--- config.mk ---
export PLATFORM = sky130hd
export DESIGN_NAME = rom_weight_streamer
export DESIGN_NICKNAME = d
export VERILOG_FILES = /design/src/rtl/nn_rom_pkg.sv /design/src/rtl/wstream_skid_fifo.sv /design/src/rtl/rom_weight_streamer.sv
export SDC_FILE = /design/constraint.sdc
export NUM_CORES = 1
export LEC_CHECK = 0
export BUFFER_PORTS_ARGS = -buffer_cell sky130_fd_sc_hd__buf_2
export CELL_PAD_IN_SITES_DETAIL_PLACEMENT = 1
export CELL_PAD_IN_SITES_GLOBAL_PLACEMENT = 1
export CORE_MARGIN = 4
export CORE_UTILIZATION = 39
export DETAILED_ROUTE_END_ITERATION = 10
export GPL_TIMING_DRIVEN = 0
export PLACE_DENSITY = 0.83
export SLEW_MARGIN = 20
export SYNTH_ARGS = -nofsm -noshare
export SYNTH_HDL_FRONTEND = slang
export SYNTH_SLANG_ARGS = --single-unit
--- constraint.sdc ---
create_clock -name clk -period 3.1 [get_ports clk]
set_clock_uncertainty 0.05 [all_clocks]
set_input_delay 0.62 -clock clk [delete_from_list [all_inputs] [get_ports clk]]
set_output_delay 0.62 -clock clk [all_outputs]
set_load 0.05 [all_outputs]
--- src/rtl/nn_rom_pkg.sv ---
// Shared widths, ROM read latency and FSM state type for the weight streamer.
// Build option: STREAMER_OREG_EN selects a ROM built with its output register
// (two-cycle read latency) instead of the default one-cycle read.
package nn_rom_pkg;

  localparam int WADDR_W = 8;
  localparam int WDATA_W = 16;

`ifdef STREAMER_OREG_EN
  localparam int ROM_LAT = 2;
`else
  localparam int ROM_LAT = 1;
`endif

  // Smallest skid depth that still sustains one word per cycle.
  localparam int DEF_FIFO_DEPTH = ROM_LAT + 1;

  typedef enum logic [1:0] {
    IDLE,
    RUN,
    DRAIN
  } stream_state_e;

endpackage

--- src/rtl/wstream_skid_fifo.sv ---
// Small circular skid FIFO for the weight stream: push/pop/flush, exposes
// occupancy and the head entry. Flush wins over a simultaneous push/pop.
module wstream_skid_fifo #(
  parameter int DEPTH  = 2,
  parameter int DATA_W = 16
) (
  input  logic                       clk,
  input  logic                       rst_n,
  input  logic                       flush,
  input  logic                       push,
  input  logic [DATA_W-1:0]          push_data,
  input  logic                       pop,
  output logic [$clog2(DEPTH+1)-1:0] count,
  output logic                       empty,
  output logic [DATA_W-1:0]          head
);

  localparam int CNT_W = $clog2(DEPTH + 1);
  localparam int PTR_W = (DEPTH > 1) ? $clog2(DEPTH) : 1;
  localparam logic [PTR_W-1:0] LAST_PTR = PTR_W'(DEPTH - 1);
  localparam logic [CNT_W-1:0] FULL_CNT = CNT_W'(DEPTH);

  logic [DATA_W-1:0] mem_q [DEPTH];
  logic [PTR_W-1:0]  wr_ptr_q, rd_ptr_q;
  logic [CNT_W-1:0]  count_q;
  logic              do_push, do_pop;

  function automatic logic [PTR_W-1:0] ptr_inc(input logic [PTR_W-1:0] p);
    return (p == LAST_PTR) ? '0 : p + 1'b1;
  endfunction

  // A pop frees a slot in the same cycle, so a full FIFO can still accept a push.
  assign do_pop  = pop && (count_q != '0);
  assign do_push = push && ((count_q != FULL_CNT) || do_pop);

  // Storage write; entries need no reset because occupancy gates visibility.
  always_ff @(posedge clk) begin
    if (do_push && !flush) begin
      mem_q[wr_ptr_q] <= push_data;
    end
  end

  // Pointer and occupancy bookkeeping.
  always_ff @(posedge clk or negedge rst_n) begin
    if (!rst_n) begin
      wr_ptr_q <= '0;
      rd_ptr_q <= '0;
      count_q  <= '0;
    end else if (flush) begin
      wr_ptr_q <= '0;
      rd_ptr_q <= '0;
      count_q  <= '0;
    end else begin
      if (do_push) wr_ptr_q <= ptr_inc(wr_ptr_q);
      if (do_pop)  rd_ptr_q <= ptr_inc(rd_ptr_q);
      count_q <= count_q + CNT_W'(do_push) - CNT_W'(do_pop);
    end
  end

  assign count = count_q;
  assign empty = (count_q == '0);
  assign head  = mem_q[rd_ptr_q];

endmodule

--- src/rtl/rom_weight_streamer.sv ---
// Streams a contiguous run of weights out of a synchronous-read pROM as a
// valid/ready stream. Reads are issued against credits so the skid FIFO can
// absorb every in-flight word. Build option: STREAMER_OREG_EN (ROM output
// register enabled, two-cycle read latency, rom_oce follows busy).
module rom_weight_streamer
  import nn_rom_pkg::*;
#(
  parameter int ADDR_W     = WADDR_W,
  parameter int DATA_W     = WDATA_W,
  parameter int FIFO_DEPTH = DEF_FIFO_DEPTH
) (
  input  logic              clk,
  input  logic              rst_n,
  input  logic              start,
  input  logic [ADDR_W-1:0] base_addr,
  input  logic [ADDR_W:0]   length,
  input  logic              abort,
  output logic              busy,
  output logic              done,
  output logic [ADDR_W-1:0] rom_ad,
  output logic              rom_ce,
  output logic              rom_oce,
  output logic              rom_reset,
  input  logic [DATA_W-1:0] rom_dout,
  output logic [DATA_W-1:0] w_data,
  output logic              w_valid,
  input  logic              w_ready,
  output logic              w_last
);

  localparam int CNT_W = $clog2(FIFO_DEPTH + 1);
  localparam int INF_W = $clog2(ROM_LAT + 1);

  stream_state_e     state_q, state_d;
  logic [ADDR_W-1:0] addr_q, addr_d;
  logic [ADDR_W:0]   issue_cnt_q, issue_cnt_d;
  logic [ADDR_W:0]   rem_cnt_q, rem_cnt_d;
  logic [ROM_LAT-1:0] pipe_q, pipe_d;
  logic              done_zero_q, rom_reset_q;
  logic              issue, capture, pop, zero_start, credit_ok;
  logic [ADDR_W-1:0] rom_ad_c;
  logic [INF_W-1:0]  inflight;
  logic [CNT_W-1:0]  fifo_count;
  logic              fifo_empty;
  logic [DATA_W-1:0] fifo_head;

  assign capture    = pipe_q[ROM_LAT-1];
  assign w_valid    = !fifo_empty;
  assign pop        = w_valid && w_ready;
  assign zero_start = (state_q == IDLE) && start && !abort && (length == '0);

  // Count reads still travelling through the ROM pipeline.
  always_comb begin
    inflight = '0;
    for (int i = 0; i < ROM_LAT; i++) begin
      inflight = inflight + INF_W'(pipe_q[i]);
    end
  end

  // A read may issue if every slot it could occupy is free; a pop this cycle
  // returns a slot immediately, which is what keeps the stream at full rate.
  always_comb begin
    int occupancy;
    occupancy = int'(fifo_count) + int'(inflight) - (pop ? 1 : 0);
    credit_ok = (occupancy < FIFO_DEPTH);
  end

  // Next-state, read issue and counter updates. The first read is issued in
  // the same cycle start is accepted to hide one cycle of ROM latency.
  always_comb begin
    state_d     = state_q;
    addr_d      = addr_q;
    issue_cnt_d = issue_cnt_q;
    rem_cnt_d   = pop ? rem_cnt_q - 1'b1 : rem_cnt_q;
    issue       = 1'b0;
    rom_ad_c    = addr_q;
    case (state_q)
      IDLE: begin
        if (start && (length != '0)) begin
          issue       = 1'b1;
          rom_ad_c    = base_addr;
          addr_d      = base_addr + 1'b1;
          issue_cnt_d = length - 1'b1;
          rem_cnt_d   = length;
          state_d     = (length == (ADDR_W+1)'(1)) ? DRAIN : RUN;
        end
      end
      RUN: begin
        if ((issue_cnt_q != '0) && credit_ok) begin
          issue       = 1'b1;
          addr_d      = addr_q + 1'b1;
          issue_cnt_d = issue_cnt_q - 1'b1;
          if (issue_cnt_q == (ADDR_W+1)'(1)) state_d = DRAIN;
        end else if (issue_cnt_q == '0) begin
          state_d = DRAIN;
        end
      end
      DRAIN: begin
        if (rem_cnt_q == '0) state_d = IDLE;
      end
      default: state_d = IDLE;
    endcase
    if (abort) begin
      state_d     = IDLE;
      addr_d      = '0;
      issue_cnt_d = '0;
      rem_cnt_d   = '0;
      issue       = 1'b0;
    end
  end

  // Shift the issue marker through the latency pipe.
  always_comb begin
    pipe_d    = '0;
    pipe_d[0] = issue;
    for (int i = 1; i < ROM_LAT; i++) begin
      pipe_d[i] = pipe_q[i-1];
    end
  end

  // State, counters, latency pipe and single-cycle pulses.
  always_ff @(posedge clk or negedge rst_n) begin
    if (!rst_n) begin
      state_q     <= IDLE;
      addr_q      <= '0;
      issue_cnt_q <= '0;
      rem_cnt_q   <= '0;
      pipe_q      <= '0;
      done_zero_q <= 1'b0;
      rom_reset_q <= 1'b0;
    end else begin
      state_q     <= state_d;
      addr_q      <= addr_d;
      issue_cnt_q <= issue_cnt_d;
      rem_cnt_q   <= rem_cnt_d;
      pipe_q      <= abort ? '0 : pipe_d;
      done_zero_q <= zero_start;
      rom_reset_q <= abort;
    end
  end

  wstream_skid_fifo #(
    .DEPTH  (FIFO_DEPTH),
    .DATA_W (DATA_W)
  ) u_fifo (
    .clk       (clk),
    .rst_n     (rst_n),
    .flush     (abort),
    .push      (capture),
    .push_data (rom_dout),
    .pop       (pop),
    .count     (fifo_count),
    .empty     (fifo_empty),
    .head      (fifo_head)
  );

  assign busy      = (state_q != IDLE);
  assign done      = done_zero_q || ((state_q == DRAIN) && (rem_cnt_q == '0) && !abort);
  assign rom_ad    = rom_ad_c;
  assign rom_ce    = issue;
  assign rom_reset = rom_reset_q;
  assign w_data    = w_valid ? fifo_head : '0;
  assign w_last    = w_valid && (rem_cnt_q == (ADDR_W+1)'(1));

`ifdef STREAMER_OREG_EN
  assign rom_oce = busy;
`else
  assign rom_oce = 1'b1;
`endif

endmodule

# Word level (Yosys, flattened, before mapping)
# Memory sizes are Yosys's and may differ from the RTL's.
# Index checks and enable logic that the tools add are counted.
[totals] inputBits=38 n_memories=1 ramBits=32 out_inout_bits=31 word_cells=102 regBits=35
[op_classes] reduce_logical=30 n_eq_ne=11 n_mux=38 add_sub_neg=11 n_lt_le_gt_ge=1
[mem_list] memory="u_fifo.mem_q" depth=2 width=16 rd=1 rd_ports_with_merged_regs=0 write_ports=1 line="wstream_skid_fifo.sv:23" rtl="logic [DATA_W-1:0] mem_q [DEPTH];"
[ops] op="9-bit 2-to-1 mux" count=7
[ops] op="8-bit 2-to-1 mux" count=5
[ops] op="9-bit by 1-bit equality test with 1-bit output (second input constant)" count=3
[ops] op="9-bit zero test" count=3
[ops] op="9-bit by 1-bit subtractor with 9-bit output (second input constant)" count=3
[ops] op="9-bit case mux with 2 select lines" count=1
[ops] op="9-bit nonzero test" count=2
[ops] op="8-bit by 1-bit adder with 8-bit output (second input constant)" count=2
[ops] op="16-bit 2-to-1 mux" count=1
[ops] op="2-bit 2-to-1 mux" count=8
[ops] op="8-bit case mux with 2 select lines" count=1
[ops] op="1-bit 2-to-1 mux" count=13
[ops] op="1-bit logical AND" count=12
[ops] op="4-bit != test (second input constant)" count=2
[ops] op="2-bit nonzero test" count=4
[ops] op="3-bit != test (second input constant)" count=2
[ops] op="2-bit case mux with 3 select lines" count=1
[ops] op="2-bit zero test" count=2
[ops] op="4-bit by 3-bit < comparator with 1-bit output (second input constant)" count=1
[ops] op="4-bit AND reduction" count=1
[ops] op="3-bit by 1-bit subtractor with 4-bit output" count=1
[ops] op="2-bit by 1-bit adder with 3-bit output" count=1
[ops] op="3-bit by 2-bit != test with 1-bit output (second input constant)" count=1
[ops] op="3-bit AND reduction" count=1
[ops] op="other kinds (10)" count=13

# Depth between registers and ports, before layout
# Gate-level depths: netlist (run 1).
[depth] depth_word=11 ltp_mapped=12 depth_no_buf=10

# Hierarchy
# From an unflattened synthesis (run 1), not the netlist that was laid out.
[unflattened] cells_unflattened=406 hier_area_um2=3993.8
[by_module_without_submodules] module="rom_weight_streamer" cells_each=334 seq_area_each_um2=775.7 n_inst=1 area_each_um2=2596.2
[by_module_without_submodules] module="wstream_skid_fifo" cells_each=72 seq_area_each_um2=1061.0 n_inst=1 area_each_um2=1397.6

# Least setup slack after synthesis (run 1)
# Ideal clock, no wire load.
[synth_path] kind="input to output" from="in w_ready" to="out rom_ce" required_time_ns=2.430 path_buffers=0 path_stages=9 slack_ns=-0.239 t_arrival_ns=2.669 cell_sequence="o21a_1 -> ha_1 -> nand2b_1 -> fa_1 -> and3_1 -> a311o_1 -> and3_1 -> o21ai_2 -> inv_2"
[synth_between] elab_chain_cells=8
[synth_rtl] element="start, declared" line="rom_weight_streamer.sv:27" rtl="input logic w_ready,"
[synth_rtl] element="1-bit logical AND" line="rom_weight_streamer.sv:49" rtl="assign pop = w_valid && w_ready;"
[synth_rtl] element="1-bit 2-to-1 mux" line="rom_weight_streamer.sv:64" rtl="occupancy = int'(fifo_count) + int'(inflight) - (pop ? 1 : 0);"
[synth_rtl] element="3-bit by 1-bit subtractor with 4-bit output" line="rom_weight_streamer.sv:64"
[synth_rtl] element="4-bit by 3-bit < comparator with 1-bit output" line="rom_weight_streamer.sv:65" rtl="credit_ok = (occupancy < FIFO_DEPTH);"
[synth_rtl] element="1-bit logical AND" line="rom_weight_streamer.sv:89" rtl="if ((issue_cnt_q != '0) && credit_ok) begin"
[synth_rtl] element="1-bit 2-to-1 mux" line="rom_weight_streamer.sv:89"
[synth_rtl] element="1-bit case mux with 2 select lines" line="rom_weight_streamer.sv:77" rtl="case (state_q)"
[synth_rtl] element="1-bit 2-to-1 mux" line="rom_weight_streamer.sv:103" rtl="if (abort) begin"
[synth_rtl] element="end, declared" line="rom_weight_streamer.sv:21" rtl="output logic rom_ce,"
# No other way between the ends.

# Worst setup path in the final report (run 1)
[layout_path] from="reg u_fifo.count_q[1] (netlist: u_fifo.count[1])" to="out rom_ce"
[layout_between] elab_chain_cells=10 elab_cells_between_ends=11 cone_classes="add/sub: 2; order compare: 1; mux: 4; reduce/logical: 4"
[layout_rtl] element="start, declared" line="wstream_skid_fifo.sv:25" rtl="logic [CNT_W-1:0] count_q;"
[layout_rtl] element="start signal, assigned" line="wstream_skid_fifo.sv:56" rtl="count_q <= count_q + CNT_W'(do_push) - CNT_W'(do_pop);"
[layout_rtl] element="2-bit zero test" line="wstream_skid_fifo.sv:61" rtl="assign empty = (count_q == '0);"
[layout_rtl] element="1-bit zero test" line="rom_weight_streamer.sv:48" rtl="assign w_valid = !fifo_empty;"
[layout_rtl] element="1-bit logical AND" line="rom_weight_streamer.sv:49"
[layout_rtl] element="1-bit 2-to-1 mux" line="rom_weight_streamer.sv:64"
[layout_rtl] element="3-bit by 1-bit subtractor with 4-bit output *" line="rom_weight_streamer.sv:64"
[layout_rtl] element="4-bit by 3-bit < comparator with 1-bit output *" line="rom_weight_streamer.sv:65"
[layout_rtl] element="1-bit logical AND *" line="rom_weight_streamer.sv:89"
[layout_rtl] element="1-bit 2-to-1 mux *" line="rom_weight_streamer.sv:89"
[layout_rtl] element="1-bit case mux with 2 select lines *" line="rom_weight_streamer.sv:77"
[layout_rtl] element="1-bit 2-to-1 mux *" line="rom_weight_streamer.sv:103"
# Mark *: on every way between the ends. The rest lies on a longest branch, timed or not.

==> flow_results.org, run 1 <==
** STA
- Setup repair after global routing could not meet its margin everywhere.
- Max-slew violation count :: 0
- Final Hold Vio Count :: 0
- For this run, the top clock speed supported by timing is 274 MHz.
- Crit path setup slack, layout :: -0.551 ns
- Crit path time final :: 3.65 ns
- Total setup violations reported at the end of the flow :: 1
- Slew of the pin with the lowest slew margin :: approximately 0.85 ns
- Share of the cycle needed by the critical path after routing :: 118%
- Relative slew slack :: 43.5%

** Placement
- At the end of routability-driven placement, the weighted congestion stood at just over 0.8.
- Once placement completed, the tool counted placed cells totaling approximately 600.
- IO buf count :: 67
- Worst setup slack after placement :: -0.614 ns
- Once detailed placement completed, the half-perimeter wirelength came to 8.01 mm.

** Worst setup path
- The worst setup path is captured at an output pin.
- The setup path with the least slack is of type register to output pin.
- Of all nets on the critical path, the largest fanout is 2.
- The worst register-to-register path has a depth of 12.
- STA classifies the critical path startpoint as a register.
- STA puts the critical path data required time at approximately 2.4 ns.
- Data arrival, critical path :: about 3.0 ns

** Drt
- Initial DRC count :: about 130
- Dividing the detail-routed wire length by the instance count gives 18.1 um.
- ANT nets after route :: 0
- The routed layout has 3,372 vias.
- Via density per instance :: 5.44
- Total length of routed wires :: 11.2 mm
- Detailed-routing iteration count for the pre-antenna-repair pass :: 4
- Post-route DRC :: 0

** Yosys
- Number of flops mapped to enable cells by yosys :: 32
- Post-synth ARST share :: 52.2%
- The mapped netlist covers 3870 um^2.
- For this run, the leading register cell type out of synthesis is dfrtp_1.
- Post-Syn Instances :: between 300 and 400
- After synthesis the netlist holds a flip-flop and latch count of between 60 and 70.
- Syn nets :: roughly 440
- The Yosys step of the flow raised 0 warnings.
- In this run, distinct cell masters in the synthesized netlist total 63.
- For this run, the register share of the synthesized area comes to between 40% and 50%.
- Averaged over all synthesized cells, the footprint is 9.91 um^2.

** GRT
- First-pass GRT wire length :: 18.2 mm
- In the global route stage, overall resource usage came out at 20.0%.
- Entering global routing, the biggest net connects 36 pins.
- Antenna violations before repair :: 0
- Total congestion overflow after global routing :: 0
- The via count of the first global-routing pass came to 3,657.

** Floorplanning
- Starting Density :: 39.8%
- Area enclosed by the die boundary :: 11,600 um^2
- Chip width :: 108 um
- The floorplan step set the die height to 108 um.
- Core footprint :: 9730 um^2
- Cell row count :: 36
- For this design the top-level I/O count stands at 69.

** Outcome
- The run finished, with violations left.
- The checks that failed: setup timing.

** CTS
- Post-CTS clock slew at the launch and capture registers of the worst setup and hold paths :: 0.08 ns
- Clock tree from TritonCTS :: built
- Clock tree buffer depth :: 2
- Worst-Skew Late Latency :: 0.34 ns
- Clk sinks :: 67
- Root Driver :: clkbuf_8
- Clock tree synthesis inserted a total of 9 buffers.
- Depth of the CTS H-tree :: 3

** Layout
- Share of layout cells above drive strength 1 :: between 20% and 30%
- Final layout net count :: around 530
- The filler cells instantiated in the layout total 1,145.
- Count of placed standard cells in the final layout, fillers left out :: 620
- 0 antenna diodes ended up in the layout.
- Relative to the synthesized area, the layout overhead comes to 23.2%.

** Power and ir drop
- In this run the power density over the cells is about 950 nW/um^2.
- Post-layout power :: 0.00456 W
- Highest ir drop seen on vdd :: roughly 0.44 mV
- In this run the static leakage power is slightly above 2 nW.

** Min path
- The path class of the tightest hold or removal check is primary input to async pin.

** Flow run
- Max-cap violations in this run came to 0.
-- metrics by stage --
step | utilization (%) | cell area, um^2 | hold slack, ns | TNS, ns
6_report | 49.1 | 4770 | 0.321 | -0.551
5_1_grt | 49.1 | 4770 | 0.328 | -1.44
4_1_cts | 48.3 | 4700 | 0.327 | -0.621
3_5_place_dp | 45.3 | 4410 | 0.458 | -4.41
3_3_place_gp | 45.1 | 4390 | 0.451 | -16.07
2_1_floorplan | - | 3880 | 0.274 | -0.112
-- area by class of cell --
class | count | area, um^2 | area share (%)
Inverter | 17 | 66.3 | 1.39
Tap cell | 133 | 166 | 3.49
Clock buffer | 9 | 124 | 2.60
Clock inverter | 7 | 76.3 | 1.60
Sequential cell | 67 | 1840 | 38.5
Buffer | 18 | 115 | 2.41
Timing Repair Buffer | 81 | 458 | 9.59
Multi-Input combinational cell | 288 | 1930 | 40.4
-- synthesized netlist by cell type (all sizes together), types with 2 or more instances --
master / count / area (um^2)
nor4: 5 / 46.3
o21a: 3 / 22.5
a311o: 2 / 20.0
xnor2: 6 / 52.6
nand2b: 5 / 31.3
and4b: 2 / 20.0
a2111oi: 2 / 36.3
nand3: 7 / 40.0
nor3: 11 / 60.1
and2b: 2 / 18.8
or3: 2 / 12.5
ha: 11 / 138
o21ai: 31 / 163
or4: 3 / 22.5
xor2: 12 / 105
or3b: 2 / 20.0
a22oi: 2 / 15.0
clkbuf: 9 / 33.8
buf: 10 / 73.8
nor2: 46 / 173
nor3b: 3 / 22.5
o21bai: 2 / 15.0
a31oi: 8 / 80.1
o31ai: 2 / 15.0
nand2: 52 / 195
edfxtp: 32 / 961
nand3b: 2 / 15.0
a311oi: 2 / 17.5
dfrtp: 35 / 876
and3: 4 / 25.0
or2: 2 / 12.5
a211oi: 6 / 50.1
mux2i: 17 / 174
inv: 17 / 63.8
a21oi: 20 / 100
-- layer usage --
metal	global-route usage (%)	share of wire, %	vias up
met5	0	0	-
met1	25.5	43	1696
met4	7.39	1.8	0
met3	3.72	4.2	16
met2	33.8	51	79
li1	-	-	1581
-- logic make-up after synthesis --
kind of cell    Yosys count  synth area share, %
other cells               1               0.0968
flops                    67                 47.4
buf+inv                  36                 4.42
simple gates            151                 19.5
compound gates           89                 16.0
mux                      17                 4.49
fa+ha+maj                12                 4.07
xor+xnor                 18                 4.07
-- cell usage in the layout (no fill, tap or decap), types with 3 or more instances in the layout --
cell type and n:
nor4_1 3, xor2_1 12, inv_1 16, a211oi_1 4
nand3_1 6, edfxtp_1 32, nand2b_1 4, clkbuf_1 8
buf_4 14, o21ai_1 14, mux2i_1 16, buf_2 68
xnor2_1 6, a31oi_1 6, a21oi_1 19, nand2_1 52
dfrtp_1 35, or4_1 3, ha_1 10, nor3_1 9
o21a_1 3, and3_1 3, clkbuf_8 9, o21ai_0 14
nor2_1 46, buf_6 6
-- where the power goes --
group / switching, W / internal, W / total (W)
clock network: 0.000377 / 0.000377 / 0.000754
registers: 0.000204 / 0.00114 / 0.00135
logic: 0.00160 / 0.000863 / 0.00246
total: 0.00218 / 0.00238 / 0.00456
-- path summary, 6_finish.rpt --
| check | from | end | slack [ns] |
|---|---|---|---|
| worst max-delay path | u_fifo.count[1] | rom_ce | -0.55 |
| worst min-delay path | rst_n | rem_cnt_q[4] | 0.32 |
| worst max register to register | u_fifo.count[1] | addr_q[4] | 0.02 |
| worst min register to register | addr_q[7] | addr_q[7] | 0.47 |
| max in group asynchronous | rst_n | capture | 2.14 |
| min in group clk | abort | rom_reset | 0.35 |
-- repair_timing --
item                                   CTS  global route
pin swaps                                6             3
buffers inserted                         7             4
gates resized for setup                 10            14
setup endpoints to repair               22            29
endpoints found under the hold margin    0             0
gates cloned                             1             0
hold buffers                             0             0
-- critical path, stage by stage, from the launching register on --
cell and delay [ns]:
dfrtp_1 0.39, buf_6 0.12, o21a_1 0.18, ha_1 0.27, nand2b_4 0.14, fa_1 0.45
and3_1 0.16, a311o_2 0.39, and3_4 0.17, o21ai_4 0.16, inv_4 0.05, buf_8 0.14
-- state kept, by name, indices dropped and copies added, names as in the netlist --
name / count
u_fifo.wr_ptr_q: 1
rom_reset: 1
u_fifo.mem_q: 32
addr_q: 8
u_fifo.rd_ptr_q: 1
issue_cnt_q: 9
state_q: 2
u_fifo.count: 2
capture: 1
done_zero_q: 1
rem_cnt_q: 9
No activity file was read; power rests on OpenSTA's default activity.
==> inputs of run 2 (changes only) <==
--- a/config.mk
+++ b/config.mk
@@ -10,9 +10,11 @@
 export CELL_PAD_IN_SITES_GLOBAL_PLACEMENT = 1
 export CORE_MARGIN = 4
 export CORE_UTILIZATION = 39
+export CTS_CLUSTER_DIAMETER = 40
 export DETAILED_ROUTE_END_ITERATION = 10
 export GPL_TIMING_DRIVEN = 0
 export PLACE_DENSITY = 0.83
+export REMOVE_ABC_BUFFERS = 1
 export SLEW_MARGIN = 20
 export SYNTH_ARGS = -nofsm -noshare
 export SYNTH_HDL_FRONTEND = slang
==> run 2 against run 1 <==
- the run still ends with setup timing left
- hold slack got worse by 0.014 ns
- critical path depth down 1
- sequential share of layout area rose by 0.43 points
- global-route usage decreased by 0.64 points
- die area stayed put
- core utilization fell by 0.51 points
- largest power group unchanged
- critical path type unchanged
==> flow_results.org, run 2 (same netlist as run 1, synthesis figures left out) <==
** Worst setup path
- Critical Path End Type :: output pin
- Among cell families on the critical path, the largest total delay comes from compound AO/OA/AOI/OAI gates.
- Critical path's slowest cell :: fa_1
- Data arrival, critical path :: 2.92 ns
- The critical path in this run is classified as register to output pin.
- Critical Path Source Type :: register
- Launching point of the worst reg2reg path :: u_fifo.count[0]
- Setup slack of the most critical reg-to-reg path :: 0.04 ns
- For the worst setup path, the data required time is 2.43 ns.
- Worst reg-to-reg path cell count :: 12
- Walking the worst path, the cells encountered are o21a_1 -> ha_4 -> nand2b_4 -> fa_1 -> and3_1 -> a311o_2 -> and3_4 -> o21ai_4 -> inv_2 -> buf_8.
- On the worst path, the slowest cell contributes a delay of 0.41 ns.
- In this run the worst setup path begins at u_fifo.count[0].
- Along the worst path, the maximum fanout reaches 2.
- Buf/Inv on CP :: 2
- Capture instance of the worst register-to-register path :: issue_cnt_q[8]

** Layout
- Fill cell instance count of the final layout :: 1,150
- In the layout the commonest cells are buf_2, nand2_1, nor2_1.
- The largest registers in the layout are u_fifo.mem_q (32), issue_cnt_q (9), rem_cnt_q (9).
- Antenna Cells :: 0
- Counting flops per register, the top entry is u_fifo.mem_q.
- The post-route netlist has around 28% of its cells at a drive strength greater than 1.
- Once layout is done, the placed cells without fillers occupy between 4000 and 5000 um^2.
- Area delta synth->final :: 21.9%
- After the flow finishes, the layout carries non-filler instances totaling ~600.
- The register with the most flip-flops in the layout has 32 of them.
- The library cell used most frequently in the layout, excluding fill and tap cells, is buf_2.
- At the end of the flow, the number of nets in the layout was 515.

** Drt
- After detailed routing, the number of vias per cell comes to 5.43.
- Per-cell routed wire length :: about 18 um
- Initial DRC count :: between 100 and 150
- Post-route DRC :: 0
- Detailed-routing iteration count for the pre-antenna-repair pass :: 4
- The detail route stage leaves a number of antenna-violating nets equal to 0.
- Wires add up to 10.9 mm.
- The routed layout has between 3,000 and 4,000 vias.

** STA
- Headroom to the max-slew limit came out at roughly 37%.
- Setup repair after global routing could not meet its margin everywhere.
- Slew of the pin with the lowest slew margin :: 0.943 ns
- Setup violations remaining at the end of the flow were counted as 1.
- Final Hold Vio Count :: 0
- Timing would allow up to between 200 and 300 MHz.
- The final critical path takes up 116% of the cycle.
- Counting I/O delays and the setup requirement, the final critical path takes 3.59 ns.
- The number of max-slew violations in the final report was 0.
- In the post-route analysis, the smallest setup slack over all paths is -0.490 ns.

** Floorplanning
- Io pins :: 69
- The die is 108 um wide.
- The die covers 11,600 um^2.
- The total area inside the core boundary comes to 9730 um^2.
- After floorplanning, the core was divided into 36 placement rows.
- Starting Density :: 39.8%
- The die is 108 um tall.

** Power and ir drop
- Internal power :: 0.00237 W
- Combinational logic burns ~52% of the power.
- In this run the power spent charging and discharging nets is 0.00215 W.
- Sequential cells burn 30.9% of the power.
- Fraction of power consumed by the clock network :: ~17%
- In this run the power density over the cells is 957 nW/um^2.
- Across the VDD grid, the largest voltage drop is 0.547 mV.
- Static leakage power :: 2.03 nW
- In this run switching power makes up 47.6% of total power.

** GRT
- The first global-routing pass estimated 17.7 mm of wire.
- For this run, the total global-route usage over all layers was measured as 19.4%.
- Antenna violations before repair :: 0
- After global routing the overflow that remains totals 0.
- Entering global routing, the biggest net connects 36 pins.
- The via count of the first global-routing pass is 3,468.

** Min path
- Class of the tightest hold or removal check :: primary input to async pin

** CTS
- CTS placed an instance of clkbuf_8 at the clock tree root.
- Depth of the CTS H-tree :: 3
- Clk sinks :: 67
- Buffers inserted during clock tree synthesis total 9.
- The clock passes through at most 2 buffers.
- Clock tree from TritonCTS :: built
- Clock-pin slew was measured on the worst setup and hold paths at 0.09 ns.
- At the later pin of the worst-skew pair, clock insertion delay measures 0.35 ns.
- Buffers inserted to repair hold after CTS numbered 0.

** Outcome
- Result of the run :: finished, violations left
- Violations in the final reports :: setup timing

** Flow run
- Total of max-cap violations :: 0

** Placement
- The count of buffers added on input and output ports is 67.
- Routability-driven placement finished with a final weighted congestion of roughly 0.86.
- Instance area after placement :: 4300 um^2
- Once placement completed, the tool counted placed cells totaling 574.
- Summed over all nets, the half-perimeter wirelength after detailed placement is about 7.4 mm.
-- run 2: cell types whose count changed in the layout (fill, tap and decap cells not counted), moves of 2 or more --
cell,before,now
clkbuf_1,8,0
buf_4,14,9
buf_6,6,3
buf_12,0,2
buf_2,68,66
clkbuf_4,2,0
inv_2,0,2
inv_6,2,4
-- run 2: per-stage QoR --
stage / total power (W) / setup slack [ns] / utilization (%) / setup TNS, ns / hold WS [ns]
final: 0.00452 / -0.490 / 48.5 / -0.490 / 0.307
after global routing: 0.00481 / -0.577 / 48.5 / -1.07 / 0.383
after CTS: 0.00440 / -0.518 / 47.5 / -0.896 / 0.339
after detailed placement: 0.00349 / -1.20 / 44.2 / -9.32 / 0.471
after global placement: 0.00339 / -1.07 / 43.9 / -10.54 / 0.451
after floorplan: 0.00292 / -0.522 / - / -0.903 / 0.274
-- run 2: how the worst max path moves through the flow --
stage | slack (ns) | cells after the start | end
6_report | -0.49 | 10 | rom_ce
5_1_grt | -0.58 | 10 | rom_ce
4_1_cts | -0.52 | 10 | rom_ce
3_5_place_dp | -1.20 | 11 | rom_ce
3_3_place_gp | -1.07 | 11 | rom_ce
2_1_floorplan | -0.52 | 9 | rom_ce
-- run 2: power groups by stage --
stage	logic (W)	registers [W]	clock network, W
after CTS	0.00223	0.00139	0.000781
after global routing	0.00256	0.00144	0.000819
after detailed placement	0.00208	0.00141	0
after global placement	0.00200	0.00140	0
after floorplan	0.00158	0.00134	0
final	0.00235	0.00140	0.000772
-- run 2: cell type report --
type                       instances  area [um^2]  area share (%)
tap                              133          166            3.52
multi-input combinational        288         1940            41.0
clock inverter                     7         81.3            1.72
sequential                        67         1840            38.9
clock buffer                       9          124            2.62
timing repair buffer              82          512            10.8
inverter                          17         63.8            1.35
-- run 2: timing repair --
action / CTS / global route
pin swaps: 6 / 2
setup buffers: 9 / 4
setup endpoints to repair: 19 / 26
gates cloned: 0 / 1
gates resized for setup: 9 / 8
hold endpoints to repair: 0 / 0
-- run 2: per-layer routing --
metal | share of wire, % | wire length (um) | vias up | track usage [%]
li1 | - | - | 1539 | -
met1 | 41 | 4510 | 1623 | 23.6
met2 | 53 | 5780 | 94 | 34.8
met3 | 4.3 | 468 | 18 | 3.18
met4 | 1.7 | 191 | 0 | 6.13
met5 | 0 | 0 | - | 0
